--- config.mk ---
export PLATFORM = sky130hd
export DESIGN_NAME = binary_mux_n_pipe_flat
export DESIGN_NICKNAME = d
export VERILOG_FILES = /design/src/rtl/binary_mux_n_pipe_if.sv /design/src/rtl/binary_mux_n_pipe.sv /design/src/flat_wrapper.sv
export SDC_FILE = /design/constraint.sdc
export NUM_CORES = 1
export LEC_CHECK = 0
export ABC_AREA = 1
export CAP_MARGIN = 20
export CORE_AREA = 2 2 39 41
export CTS_BUF_LIST = sky130_fd_sc_hd__clkbuf_2
export DETAILED_ROUTE_END_ITERATION = 16
export DIE_AREA = 0 0 41 43
export REMOVE_ABC_BUFFERS = 1
export SYNTH_ARGS = -nofsm -noshare
export SYNTH_HDL_FRONTEND = slang
export SYNTH_SLANG_ARGS = --single-unit
--- constraint.sdc ---
create_clock -name clk -period 1.52 [get_ports clk]
set_clock_uncertainty 0.15 [all_clocks]
set_input_delay 0.38 -clock clk [delete_from_list [all_inputs] [get_ports clk]]
set_output_delay 0.38 -clock clk [all_outputs]
set_load 0.01 [all_outputs]
--- src/rtl/binary_mux_n_pipe_if.sv ---
// rtl/binary_mux_n_pipe_if.sv - channel, select and output handshake bundle for binary_mux_n_pipe
interface binary_mux_n_pipe_if #(
    parameter int K = 1,
    parameter int N = 3,
    parameter int S = 2
);
    logic [N*K-1:0] a;
    logic [N-1:0]   a_valid;
    logic [N-1:0]   a_ready;
    logic [S-1:0]   sb;
    logic           sb_ld;
    logic [S-1:0]   sel_q;
    logic           sel_err;
    logic [K-1:0]   b;
    logic           b_valid;
    logic           b_ready;

    modport master (
        output a, a_valid, sb, sb_ld, b_ready,
        input  a_ready, sel_q, sel_err, b, b_valid
    );

    modport slave (
        input  a, a_valid, sb, sb_ld, b_ready,
        output a_ready, sel_q, sel_err, b, b_valid
    );
endinterface

--- src/rtl/binary_mux_n_pipe.sv ---
// rtl/binary_mux_n_pipe.sv - N-channel select mux with one-entry registered output stage
// Optional build macro: BINARY_MUX_XFILL_EN drives b to X while the output stage is empty.
module binary_mux_n_pipe #(
    parameter int K = 1,
    parameter int N = 3,
    parameter int S = 2
) (
    input  logic                  clk,
    input  logic                  rst,
    binary_mux_n_pipe_if.slave    bus
);
    logic [S-1:0] sel_cur_q, sel_cur_d;
    logic         sel_err_q, sel_err_d;
    logic [K-1:0] b_data_q, b_data_d;
    logic         b_valid_q, b_valid_d;

    logic [K-1:0] a_sel;
    logic         a_sel_valid;
    logic         out_free;
    logic         accept;
    logic         sb_in_range;

    always_comb begin
        a_sel       = '0;
        a_sel_valid = 1'b0;
        for (int i = 0; i < N; i++) begin
            if (sel_cur_q == S'(i)) begin
                a_sel       = bus.a[i*K +: K];
                a_sel_valid = bus.a_valid[i];
            end
        end
    end

    assign out_free    = ~b_valid_q | bus.b_ready;
    assign accept      = a_sel_valid & out_free;
    assign sb_in_range = (32'(bus.sb) < N);

    always_comb begin
        bus.a_ready = '0;
        for (int i = 0; i < N; i++) begin
            bus.a_ready[i] = (sel_cur_q == S'(i)) & out_free;
        end
    end

    // The transfer always uses the select held this cycle; a new select lands next cycle.
    always_comb begin
        sel_cur_d = sel_cur_q;
        sel_err_d = sel_err_q;
        b_data_d  = b_data_q;
        b_valid_d = b_valid_q;
        if (bus.sb_ld) begin
            if (sb_in_range) begin
                sel_cur_d = bus.sb;
            end else begin
                sel_err_d = 1'b1;
            end
        end
        if (accept) begin
            b_data_d  = a_sel;
            b_valid_d = 1'b1;
        end else if (b_valid_q && bus.b_ready) begin
            b_valid_d = 1'b0;
        end
    end

    always_ff @(posedge clk) begin
        if (rst) begin
            sel_cur_q <= '0;
            sel_err_q <= 1'b0;
            b_data_q  <= '0;
            b_valid_q <= 1'b0;
        end else begin
            sel_cur_q <= sel_cur_d;
            sel_err_q <= sel_err_d;
            b_data_q  <= b_data_d;
            b_valid_q <= b_valid_d;
        end
    end

    assign bus.sel_q   = sel_cur_q;
    assign bus.sel_err = sel_err_q;
    assign bus.b_valid = b_valid_q;
`ifdef BINARY_MUX_XFILL_EN
    assign bus.b = b_valid_q ? b_data_q : {K{1'bx}};
`else
    assign bus.b = b_data_q;
`endif
endmodule

--- src/flat_wrapper.sv ---
// flat-port wrapper written by rule: the top's interface ports become plain ports
module binary_mux_n_pipe_flat 
#(
    parameter int K = 1,
    parameter int N = 3,
    parameter int S = 2
)
  (clk, rst, bus_a, bus_a_valid, bus_sb, bus_sb_ld, bus_b_ready, bus_a_ready, bus_sel_q, bus_sel_err, bus_b, bus_b_valid);
  binary_mux_n_pipe_if #(.K(K), .N(N), .S(S)) bus_i ();
  input  logic clk;
  input  logic rst;
  input wire logic [$bits(bus_i.a)-1:0] bus_a;
  input wire logic [$bits(bus_i.a_valid)-1:0] bus_a_valid;
  input wire logic [$bits(bus_i.sb)-1:0] bus_sb;
  input wire logic [$bits(bus_i.sb_ld)-1:0] bus_sb_ld;
  input wire logic [$bits(bus_i.b_ready)-1:0] bus_b_ready;
  output wire logic [$bits(bus_i.a_ready)-1:0] bus_a_ready;
  output wire logic [$bits(bus_i.sel_q)-1:0] bus_sel_q;
  output wire logic [$bits(bus_i.sel_err)-1:0] bus_sel_err;
  output wire logic [$bits(bus_i.b)-1:0] bus_b;
  output wire logic [$bits(bus_i.b_valid)-1:0] bus_b_valid;
  assign bus_i.a = bus_a;
  assign bus_i.a_valid = bus_a_valid;
  assign bus_i.sb = bus_sb;
  assign bus_i.sb_ld = bus_sb_ld;
  assign bus_i.b_ready = bus_b_ready;
  assign bus_a_ready = bus_i.a_ready;
  assign bus_sel_q = bus_i.sel_q;
  assign bus_sel_err = bus_i.sel_err;
  assign bus_b = bus_i.b;
  assign bus_b_valid = bus_i.b_valid;
  binary_mux_n_pipe #(.K(K), .N(N), .S(S)) u_core (.clk(clk), .rst(rst), .bus(bus_i));
endmodule
* Word-level counts from Yosys, hierarchy flattened *
Cells that the tools add are included.

storage, ports and cells
  register bits after elaboration = 5
  output and inout port bits = 8
  logic and storage cells = 27

cells by class
  $lt $le $gt $ge = 1
  equal/unequal tests = 2
  mux-type cells = 8
  bitwise operators = 7
  reductions and logical operators = 5

operators with widths
  cell                                            count
  two-way mux 1 bit                               8
  bitwise AND 1 bit                               4
  AND reduction 2 bit                             2
  == test 2 x 1 -> 1 bit (second input constant)  1
  == test 2 bit (second input constant)           1
  zero test 2 bit                                 1
  < comparator 2 bit (second input constant)      1
  inverter 1 bit                                  2
  nonzero test 2 bit                              1
  logical AND 1 bit                               1
  bitwise OR 1 bit                                1

* Logic depth before layout (Yosys ltp) *
Gate-level depths: netlist (run 1).

  depth in word-level cells = 6
  mapped depth = 7
  mapped depth without buffers = 7

* Worst setup path after synthesis (run 1) *
OpenSTA, ideal clock, no wires.

  path type = flip-flop to output port
  from = reg u_core.sel_cur_q[0] (netlist: u_core.bus.sel_q[0])
  to = out bus_a_ready[1]
  arrival time = 875 ps
  setup slack = 115 ps
  stages on the path, launching flop included = 3
  path buffers = 0
  cell sequence = dfxtp_1 -> inv_1 -> nor3_1

between the ends
  cells in the longest elaborated chain, start to end = 2

RTL lines
  what                    line                     RTL
  from (decl)             binary_mux_n_pipe.sv:12  logic [S-1:0] sel_cur_q, sel_cur_d;
  from (signal assigned)  binary_mux_n_pipe.sv:73  sel_cur_q <= sel_cur_d;
  == test 2 x 1 -> 1 bit  binary_mux_n_pipe.sv:41  bus.a_ready[i] = (sel_cur_q == S'(i)) & out_free;
  bitwise AND 1 bit       binary_mux_n_pipe.sv:41
  to (decl)               flat_wrapper.sv:17       output wire logic [$bits(bus_i.a_ready)-1:0] bus_a_ready;

Every way passes these cells.

* Final worst setup path (run 1) *
  from = in bus_b_ready
  to = out bus_a_ready[0]

between the ends
  cells in the longest elaborated chain, start to end = 2

RTL lines
  what               line                     RTL
  from (decl)        flat_wrapper.sv:16       input wire logic [$bits(bus_i.b_ready)-1:0] bus_b_ready;
  bitwise OR 1 bit   binary_mux_n_pipe.sv:34  assign out_free = ~b_valid_q | bus.b_ready;
  bitwise AND 1 bit  binary_mux_n_pipe.sv:41

Every way passes these cells.

==> qor.csv, run 1 <==
metric,value,unit
# IOs,20,
diode count,0,
predominant post-synthesis flop cell,dfxtp_1,
crit path from,bus_b_ready,
f_max,637,MHz
required time worst endpoint,990,ps
Pwr per Cell Area,732,nW/um2
cell with the most instances after synthesis,inv_1,
CP arrival,1040,ps
Synth Register Bits,5,
grt total ovfl,0,
DR iter-0 viols,2,
Peak VDD IR,0.216,mV
vias in the first global route,308,
Post-Synth Simple-Gate Area,40.5,%
status,"finished, violations left",
Mapped Area,263,um2
mux contribution to synthesized area,0,%
Total Routed Length,792,um
clk_lat worst skew,210,ps
final setup vio count,3,
clk slew on worst S/H paths,60,ps
CTS Root Cell,clkbuf_2,
Final Slew Violations,0,
Crit Path Category,in2out,
largest family of logic cells by synthesized area,simple AND/OR/NAND/NOR gates,
post-synthesis adder-cell area fraction,0,%
CTS Buffer Depth,2,
Port Buffers,19,
# DRC,0,
Post-synth EDFFs,0,
vias per cell,4.00,
first-pass GRT wire length,1.19,mm
Final period util,103,%
Post-Route Setup TNS,-136,ps
post-synth top area share,38.1,%
average size of a mapped cell,6.57,um2
Vias,352,
DIE AREA,1760,um2
aggregate global-route resource usage,10.7,%
CTS tree,done,
most frequent cells after synthesis,"inv_1, nand3_1, dfxtp_1, nor2_1",
cts bufs inserted,3,
core area,1380,um2
largest net degree at the start of global routing,6,
row count,14,
Area Overhead vs Synth,110,%
hpwl dp,582,um
HP Class,reg2reg,
Util after Layout,39.9,%
DR pass1 iterations,4,
largest cells by area after synthesis,"dfxtp_1, inv_1, nand3_1, nor3_1, nor2_1",
Non-Filler Instances,88,
Antenna Nets Post-Route,0,
register area share after synthesis,38.1,%
Post-Synthesis Cells,40,
Final Wtd Congestion,0.678,
Max Fanout on Critical Path,3,
CP Capture Type,output port,
initial antenna violation count,0,
Starting Density,19.0,%
wire per inst,9.00,um
Synth cell types,11,
Lkg Pwr,0.000281,uW
Syn. warnings,0,
Slew HR,86.7,%
unrepaired setup endpoints after global routing,true,
"area leader, netlist",dfxtp_1,
final worst setup slack,-48.7,ps
Critical R2R Launch,u_core.bus.b_valid,
XOR/XNOR Fraction of Synth Area,0,%
cell count after placement,82,
chip width,41,um
Tightest Pin Transition,198,ps
Fin. Hold Viols,0,
HP Start,u_core.bus.sel_err,
number of H-tree levels,1,
layout cells sized above 1,34.7,%
post-layout min period,1570,ps
# nets final,85,
Die H,43,um
# clock sinks,5,
post-synthesis async set-or-reset flop share,0,%
number of max-cap violations,0,
violated checks,negative setup slack,
Pwr Total,404,uW
compound-cell area share of the yosys netlist,8.57,%
crit start category,input pin,
-- layer usage --
layer	up-vias	track usage, %	wire length (um)
met5	-	0	0
met4	0	10.0	0
met3	0	3.66	101
met2	18	13.8	310
met1	142	13.1	380
li1	192	-	-
-- cell type report --
type                       instances  area (um2)
tap                               16        20.0
fill                             158         832
inverter                           9        36.3
multi-input combinational         26         136
timing repair buffer              28         235
clock buffer                       4        20.0
sequential                         5         104
-- worst max-delay path, stage by stage --
cell and delay, ps:
clkdlybuf4s15_1 170, or2_4 260, inv_4 60, nor3_1 40
buf_2 130
-- cell usage in the layout, fill, tap and decap left out, drive strengths merged --
| master | Yosys | final |
|---|---|---|
| clkdlybuf4s15 | 0 | 1 |
| nor2 | 5 | 5 |
| dfxtp | 5 | 5 |
| nand3 | 7 | 7 |
| clkdlybuf4s50 | 0 | 10 |
| nand2 | 5 | 5 |
| a21oi | 3 | 3 |
| a211oi | 1 | 1 |
| clkbuf | 0 | 4 |
| dlygate4sd2 | 0 | 4 |
| or2 | 1 | 1 |
| inv | 9 | 9 |
| nor3 | 4 | 4 |
| buf | 0 | 13 |
-- registers in the layout (all words and copies together), names as in the netlist --
register	count
u_core.bus.sel_err	1
u_core.bus.sel_q	2
u_core.bus.b	1
u_core.bus.b_valid	1
-- repair_timing --
item                                    4_1_cts  5_1_grt
buffers inserted                              0        2
hold buffers                                  0        0
pin swaps                                     1        1
cloned                                        0        0
gates resized for setup                      24        3
endpoints found under the setup margin        8        3
-- power breakdown --
part           leakage (uW)  switching [uW]  total (uW)  internal [uW]
sequential        0.0000423            6.58         149            143
clock             0.0000166            56.5         126           69.7
combinational      0.000222            52.3         128           76.0
total              0.000281             115         404            289
-- cells by family after synthesis --
family                 Yosys count
AOI/OAI and AO/OA                4
buffers and inverters            9
DFF                              5
and+or+nand+nor                 22
-- metrics by stage --
step                hold slack (ps)  worst slack (ps)  cell area [um2]
floorplan                       299               115              263
global placement                301              -708              526
detailed placement              302              -706              526
CTS                             311              -105              534
global route                    341              -107              552
finish                          302             -48.7              552
-- final timing paths --
check                       endpoint  slack (ps)  depth (start not counted)
setup / recovery      bus_a_ready[0]         -50                          5
hold / removal    u_core.bus.sel_err         300                          2
setup reg to reg        u_core.bus.b         220                          8
hold reg to reg   u_core.bus.sel_err         300                          2
(Power assumes the default switching activity.)
==> inputs of run 2 (changes only) <==
--- a/config.mk
+++ b/config.mk
@@ -11,6 +11,7 @@
 export CTS_BUF_LIST = sky130_fd_sc_hd__clkbuf_2
 export DETAILED_ROUTE_END_ITERATION = 16
 export DIE_AREA = 0 0 41 43
+export GPL_TIMING_DRIVEN = 1
 export REMOVE_ABC_BUFFERS = 1
 export SYNTH_ARGS = -nofsm -noshare
 export SYNTH_HDL_FRONTEND = slang
==> results of run 2 <==
Same layout as run 1: the final DEF is identical, and so are final timing and power.
